File: src/rtl/alu_result_streamer.sv
// alu_result_streamer
// Consumer-side reader for the matrix ALU result bus. On a rising edge of the
// ALU's done level, it snapshots the result (an n x n matrix or a determinant
// scalar) and the overflow flag. It then streams the valid elements one per
// valid/ready handshake. Matrix elements go out in row-major order; a
// determinant goes out as a single beat.
//
// Ports:
//   clock, reset_n       rising-edge clock, asynchronous active-low reset
//   done                 ALU completion level (only rising edges act)
//   opcode               3'b000 no-op, 3'b111 determinant, others matrix
//   matrix_size          n, legal 2..MAX_N
//   C_flat               matrix result, element (r,c) at (r*MAX_N+c)*ELEM_W
//   number               scalar (determinant) result
//   overflow_flag        ALU overflow
//   out_data/out_index   current element and flat slot index r*MAX_N+c
//   out_valid/out_ready  stream handshake
//   out_last             current beat is the final one
//   out_overflow         captured overflow, held until next accepted capture
//   busy                 stream or finish in progress
//   stream_done          pulse after the final handshake
//   size_error           pulse when a capture is rejected for illegal size
//   overrun              pulse when a done rise is ignored while busy
module alu_result_streamer #(
  parameter int MAX_N  = 5,
  parameter int ELEM_W = 8
) (
  input  logic                          clock,
  input  logic                          reset_n,
  input  logic                          done,
  input  logic [2:0]                    opcode,
  input  logic [2:0]                    matrix_size,
  input  logic [MAX_N*MAX_N*ELEM_W-1:0] C_flat,
  input  logic [ELEM_W-1:0]             number,
  input  logic                          overflow_flag,
  output logic [ELEM_W-1:0]             out_data,
  output logic [4:0]                    out_index,
  output logic                          out_valid,
  input  logic                          out_ready,
  output logic                          out_last,
  output logic                          out_overflow,
  output logic                          busy,
  output logic                          stream_done,
  output logic                          size_error,
  output logic                          overrun
);

  localparam int NE = MAX_N * MAX_N;

  typedef enum logic [1:0] {
    S_IDLE,
    S_STREAM,
    S_FINISH
  } state_e;

  state_e            state_q, state_d;
  logic              done_s_q, done_s_d;
  logic              done_d_q, done_d_d;
  logic [ELEM_W-1:0] elem_q [NE];
  logic [ELEM_W-1:0] elem_d [NE];
  logic [ELEM_W-1:0] num_q, num_d;
  logic              det_q, det_d;
  logic              ovf_q, ovf_d;
  logic [2:0]        n_q, n_d;
  logic [2:0]        r_q, r_d;
  logic [2:0]        c_q, c_d;
  logic              size_err_q, size_err_d;
  logic              overrun_q, overrun_d;

  logic              done_rise;
  logic              size_ok;
  logic              last_beat;
  logic              handshake;
  logic [4:0]        idx;

  // done is registered once before edge detection, so a rise sampled at
  // edge k is acted on at edge k+1.
  assign done_rise = done_s_q & ~done_d_q;
  assign size_ok   = (matrix_size >= 3'd2) && (matrix_size <= 3'(MAX_N));
  assign idx       = 5'(r_q) * 5'(MAX_N) + 5'(c_q);
  assign last_beat = det_q | ((r_q == n_q - 3'd1) && (c_q == n_q - 3'd1));
  assign handshake = out_valid & out_ready;

  assign out_valid    = (state_q == S_STREAM);
  assign busy         = (state_q != S_IDLE);
  assign stream_done  = (state_q == S_FINISH);
  assign out_last     = out_valid & last_beat;
  assign out_index    = out_valid ? idx : '0;
  assign out_data     = !out_valid ? '0 : (det_q ? num_q : elem_q[idx]);
  assign out_overflow = ovf_q;
  assign size_error   = size_err_q;
  assign overrun      = overrun_q;

  always_comb begin
    state_d    = state_q;
    done_s_d   = done;
    done_d_d   = done_s_q;
    elem_d     = elem_q;
    num_d      = num_q;
    det_d      = det_q;
    ovf_d      = ovf_q;
    n_d        = n_q;
    r_d        = r_q;
    c_d        = c_q;
    size_err_d = 1'b0;
    overrun_d  = 1'b0;

    unique case (state_q)
      S_IDLE: begin
        if (done_rise) begin
          if (opcode == 3'b111) begin
            num_d   = number;
            ovf_d   = overflow_flag;
            det_d   = 1'b1;
            r_d     = '0;
            c_d     = '0;
            state_d = S_STREAM;
          end else if (opcode != 3'b000) begin
            if (size_ok) begin
              for (int unsigned i = 0; i < NE; i++) begin
                elem_d[i] = C_flat[i*ELEM_W +: ELEM_W];
              end
              ovf_d   = overflow_flag;
              det_d   = 1'b0;
              n_d     = matrix_size;
              r_d     = '0;
              c_d     = '0;
              state_d = S_STREAM;
            end else begin
              size_err_d = 1'b1;
            end
          end
        end
      end
      S_STREAM: begin
        if (done_rise) overrun_d = 1'b1;
        if (handshake) begin
          if (last_beat) begin
            r_d     = '0;
            c_d     = '0;
            state_d = S_FINISH;
          end else if (c_q == n_q - 3'd1) begin
            c_d = '0;
            r_d = r_q + 3'd1;
          end else begin
            c_d = c_q + 3'd1;
          end
        end
      end
      S_FINISH: begin
        if (done_rise) overrun_d = 1'b1;
        state_d = S_IDLE;
      end
      default: state_d = S_IDLE;
    endcase
  end

  always_ff @(posedge clock or negedge reset_n) begin
    if (!reset_n) begin
      state_q    <= S_IDLE;
      done_s_q   <= 1'b0;
      done_d_q   <= 1'b0;
      for (int unsigned i = 0; i < NE; i++) elem_q[i] <= '0;
      num_q      <= '0;
      det_q      <= 1'b0;
      ovf_q      <= 1'b0;
      n_q        <= '0;
      r_q        <= '0;
      c_q        <= '0;
      size_err_q <= 1'b0;
      overrun_q  <= 1'b0;
    end else begin
      state_q    <= state_d;
      done_s_q   <= done_s_d;
      done_d_q   <= done_d_d;
      elem_q     <= elem_d;
      num_q      <= num_d;
      det_q      <= det_d;
      ovf_q      <= ovf_d;
      n_q        <= n_d;
      r_q        <= r_d;
      c_q        <= c_d;
      size_err_q <= size_err_d;
      overrun_q  <= overrun_d;
    end
  end

endmodule

File: config.mk
export PLATFORM = sky130hd
export DESIGN_NAME = alu_result_streamer
export DESIGN_NICKNAME = d
export VERILOG_FILES = /design/src/rtl/alu_result_streamer.sv
export SDC_FILE = /design/constraint.sdc
export NUM_CORES = 1
export LEC_CHECK = 0
export CORE_MARGIN = 4
export CORE_UTILIZATION = 38
export DETAILED_ROUTE_END_ITERATION = 7
export GPL_ROUTABILITY_DRIVEN = 0
export MAX_ROUTING_LAYER = met4
export PLACE_DENSITY = 0.69
export SLEW_MARGIN = 15
export SYNTH_ARGS = -nofsm -noshare
export SYNTH_HDL_FRONTEND = slang
export SYNTH_SLANG_ARGS = --single-unit
File: constraint.sdc
create_clock -name clock -period 4.45 [get_ports clock]
set_input_delay 1.335 -clock clock [delete_from_list [all_inputs] [get_ports clock]]
set_output_delay 1.335 -clock clock [all_outputs]
set_load 0.005 [all_outputs]
==> flow_summary.toml <==
[timing]
relSlewSlack_pct = 37.4
fmax_ghz = 0.206
setup_viol = 8
setup_slack_ns = -0.412
min_period_ns = 4.86
fin_crit_sh_pct = 109
slew_viol_final = 0
rsz0062_at_grt = "yes"
tightest_slew_ns = 0.935
fin_worst_skew_ns = 0.0186
hold_violations = 0

[power]
irDropWorstVdd_mv = 0.304
intPower_mw = 7.11
power.share.sequential_pct = 33.4
power_density_mw_per_mm2 = 712
switchingPower_mw = 3.57
leakagePower_nw = 6.19
switching_share_pct = 33.4
comb_power_share_pct = 46.5
power_frac_clock_pct = 20.0
finalPower_mw = 10.7

[critical_path]
reg2reg_depth = 6
cp-end-kind = "output port"
setup.worst_path.start_class = "flip-flop"
r2r_slack_ns = 1.94
critPathKind = "flip-flop to output port"
rr_endpoint = "elem_q[0]"
worstReg2RegStart = "state_q[1]"
cp_data_required_time_ns = 3.12
cp.arrival_ns = 3.53
worst-path-max-fanout = 3

[min_path]
min_path_type = "flip-flop to flip-flop"
holdPathStages = 0
min_from = "done_d_d"
holdPathEnd = "done_d_q"

[final_layout]
drive_above_1_share_pct = 38.6
num-fill-cells = 2315
multi_input_area_mm2 = 0.00500
seq_area_mm2 = 0.00563
nets = 1249
syn_to_final_growth_pct = 40.7

[synth]
syn_avg_cell_area_um2 = 14.4
synth_ff_type = "dfrtp_1"
yosysSeqAreaShare_pct = 52.8
yosysWarnings = 0
syn-num-nets = 973
synth_seq_cells = 225
synth_edf_count = 0
ys_types = 49
synthArstFlopShare_pct = 100
synth_area_mm2 = 0.0107
syn_inst = 739

[routing]
routedWlPerCell_um = 20.7
drtAntennaViolNets = 0
detail_route.first_pass.iterations = 5
drt_iter0_markers = 512
wl_um = 29500
drcViolationCount = 0
vias = 7356
viasPerCell = 5.18

[floorplanning]
start_util_pct = 38.5
pin_count = 239
num_rows = 61
dieHeight_um = 175
design.die.area_mm2 = 0.0308
fp.dieW_um = 175
core_region_area_mm2 = 0.0277

[grt]
grt_start_max_net_pins = 102
grt_usage_pct = 19.5
grt_first_pass_wirelength_um = 45300
antenna_found_initial = 6
overflow = 0
grt_pass1_vias = 7813

[cts]
cts_tree = "yes"
cts-root-buf = "clkbuf_16"
clk_latency_ns = 0.53
cts_max_level = 1
numCtsBuffers = 26
clk_path_buf_depth = 3
path_clk_slew_ns = 0.06
postCtsHoldBufs = 0
cts.sinks = 225

[run_status]
violations = "setup timing"
status = "finished, violations left"

[placement]
place_hpwl_um = 21700
port_buffers = 238
post-place-ws_ns = -0.362

[run]
cap_violations = 0
## per-stage QoR
stage / hold slack (ns) / cell area, um2 / TNS [ns] / utilization (%) / cells
final: 0.371 / 15000 / -2.52 / 54.1 / 1420
after global routing: 0.390 / 15000 / -3.35 / 54.1 / 1419
after CTS: 0.381 / 14900 / -2.71 / 53.7 / 1409
after detailed placement: 0.358 / 13800 / -1.91 / 49.7 / 1353
after global placement: 0.366 / 13800 / -1.45 / 49.7 / 1353
after floorplan: 0.354 / 10700 / 0 / - / 739
## layout by cell type (no fill, tap or decap), types with 7 or more instances in the layout
master	n
clkbuf_1	10
nand2_1	22
buf_12	13
inv_1	11
clkbuf_16	27
dfrtp_1	225
a21oi_1	17
ha_1	9
buf_4	32
clkdlybuf4s50_1	228
mux2i_1	13
buf_6	9
mux4_2	40
nor2b_1	9
nor2_1	22
buf_2	8
mux2_2	214
and2_1	7
diode_2	7
o21ai_0	10
## synthesized netlist by cell type (10+ instances only)
cell type	number	area [um2]
buf_2	34	170
nor2_1	24	90.1
a21oi_1	21	105
nor2b_1	10	62.6
mux2i_1	17	170
inv_1	11	41.3
nand2_1	22	82.6
ha_1	14	175
a211oi_1	10	75.1
mux2_2	214	2410
dfrtp_1	225	5630
mux4_2	40	901
o21ai_0	10	50.1
## sequential cells by signal, indices dropped and copies added, names as in the netlist
signal	count
overrun	1
n_q	3
c_q	3
state_q	2
elem_q	200
size_error	1
done_d_q	1
num_q	8
det_q	1
out_overflow	1
done_d_d	1
r_q	3
## final cells by class
class / instances / area share [%]
sequential: 225 / 37.6
antenna: 7 / 0.117
multi-input combinational: 458 / 33.4
inverter: 11 / 0.275
clock inverter: 6 / 0.534
timing repair buffer: 293 / 19.8
tap: 378 / 3.15
clock buffer: 42 / 5.22
## metal layers
| layer | routed length, um | vias to the layer above | part of all wire (%) | GRT usage [%] |
|---|---|---|---|---|
| met5 | 0 | - | 0 | - |
| met4 | 679 | 0 | 2.3 | 4.42 |
| met3 | 2510 | 52 | 8.5 | 5.96 |
| met2 | 14200 | 257 | 48 | 31.2 |
| met1 | 12000 | 3739 | 41 | 24.7 |
| li1 | - | 3308 | - | - |
## how the worst max path moves through the flow
| stage | startpoint | to | slack (ns) | depth (start not counted) |
|---|---|---|---|---|
| after floorplan | r_q[0] | out_data[0] | 0.26 | 10 |
| after global placement | r_q[0] | out_data[7] | -0.34 | 12 |
| after detailed placement | r_q[0] | out_data[7] | -0.36 | 12 |
| after CTS | r_q[0] | out_data[5] | -0.46 | 12 |
| after global routing | r_q[0] | out_data[3] | -0.54 | 10 |
| final | r_q[0] | out_data[3] | -0.41 | 10 |
## timing repair
action                     in CTS  in global routing
pin swaps                      17                 20
setup endpoints to repair       9                  9
buffers inserted                8                  6
gates cloned                    1                  0
resized for setup              73                 16
## logic make-up (layout without fill, tap and decap cells)
kind of cell	Yosys count	in the layout	synth area share, %
AO/OA/AOI/OAI	75	75	5.10
XOR/XNOR	10	10	0.892
adder cells (fa/ha/maj)	15	15	1.83
buffers and inverters	56	352	2.63
flip-flops	225	225	52.8
multiplexers	271	271	32.7
other	0	7	0
AND/OR/NAND/NOR	87	87	4.04
## critical path, cell delays in order, from the launching register on
cell and delay [ns]:
dfrtp_1 0.42, ha_4 0.26, ha_4 0.27, fa_2 0.49, buf_6 0.16, or3_4 0.41, o2bb2ai_4 0.15, a21oi_2 0.05
a221o_1 0.31, a221oi_2 0.30, buf_2 0.19
## power groups by stage
stage                     logic (mW)  clock network [mW]  registers (mW)
final                           4.97                2.14            3.57
after global placement          4.53                   0            3.58
after CTS                       4.89                2.20            3.57
after detailed placement        4.60                   0            3.60
after global routing            5.32                2.28            3.69
after floorplan                 2.95                   0            3.38
No activity file was read; power rests on OpenSTA's default activity.
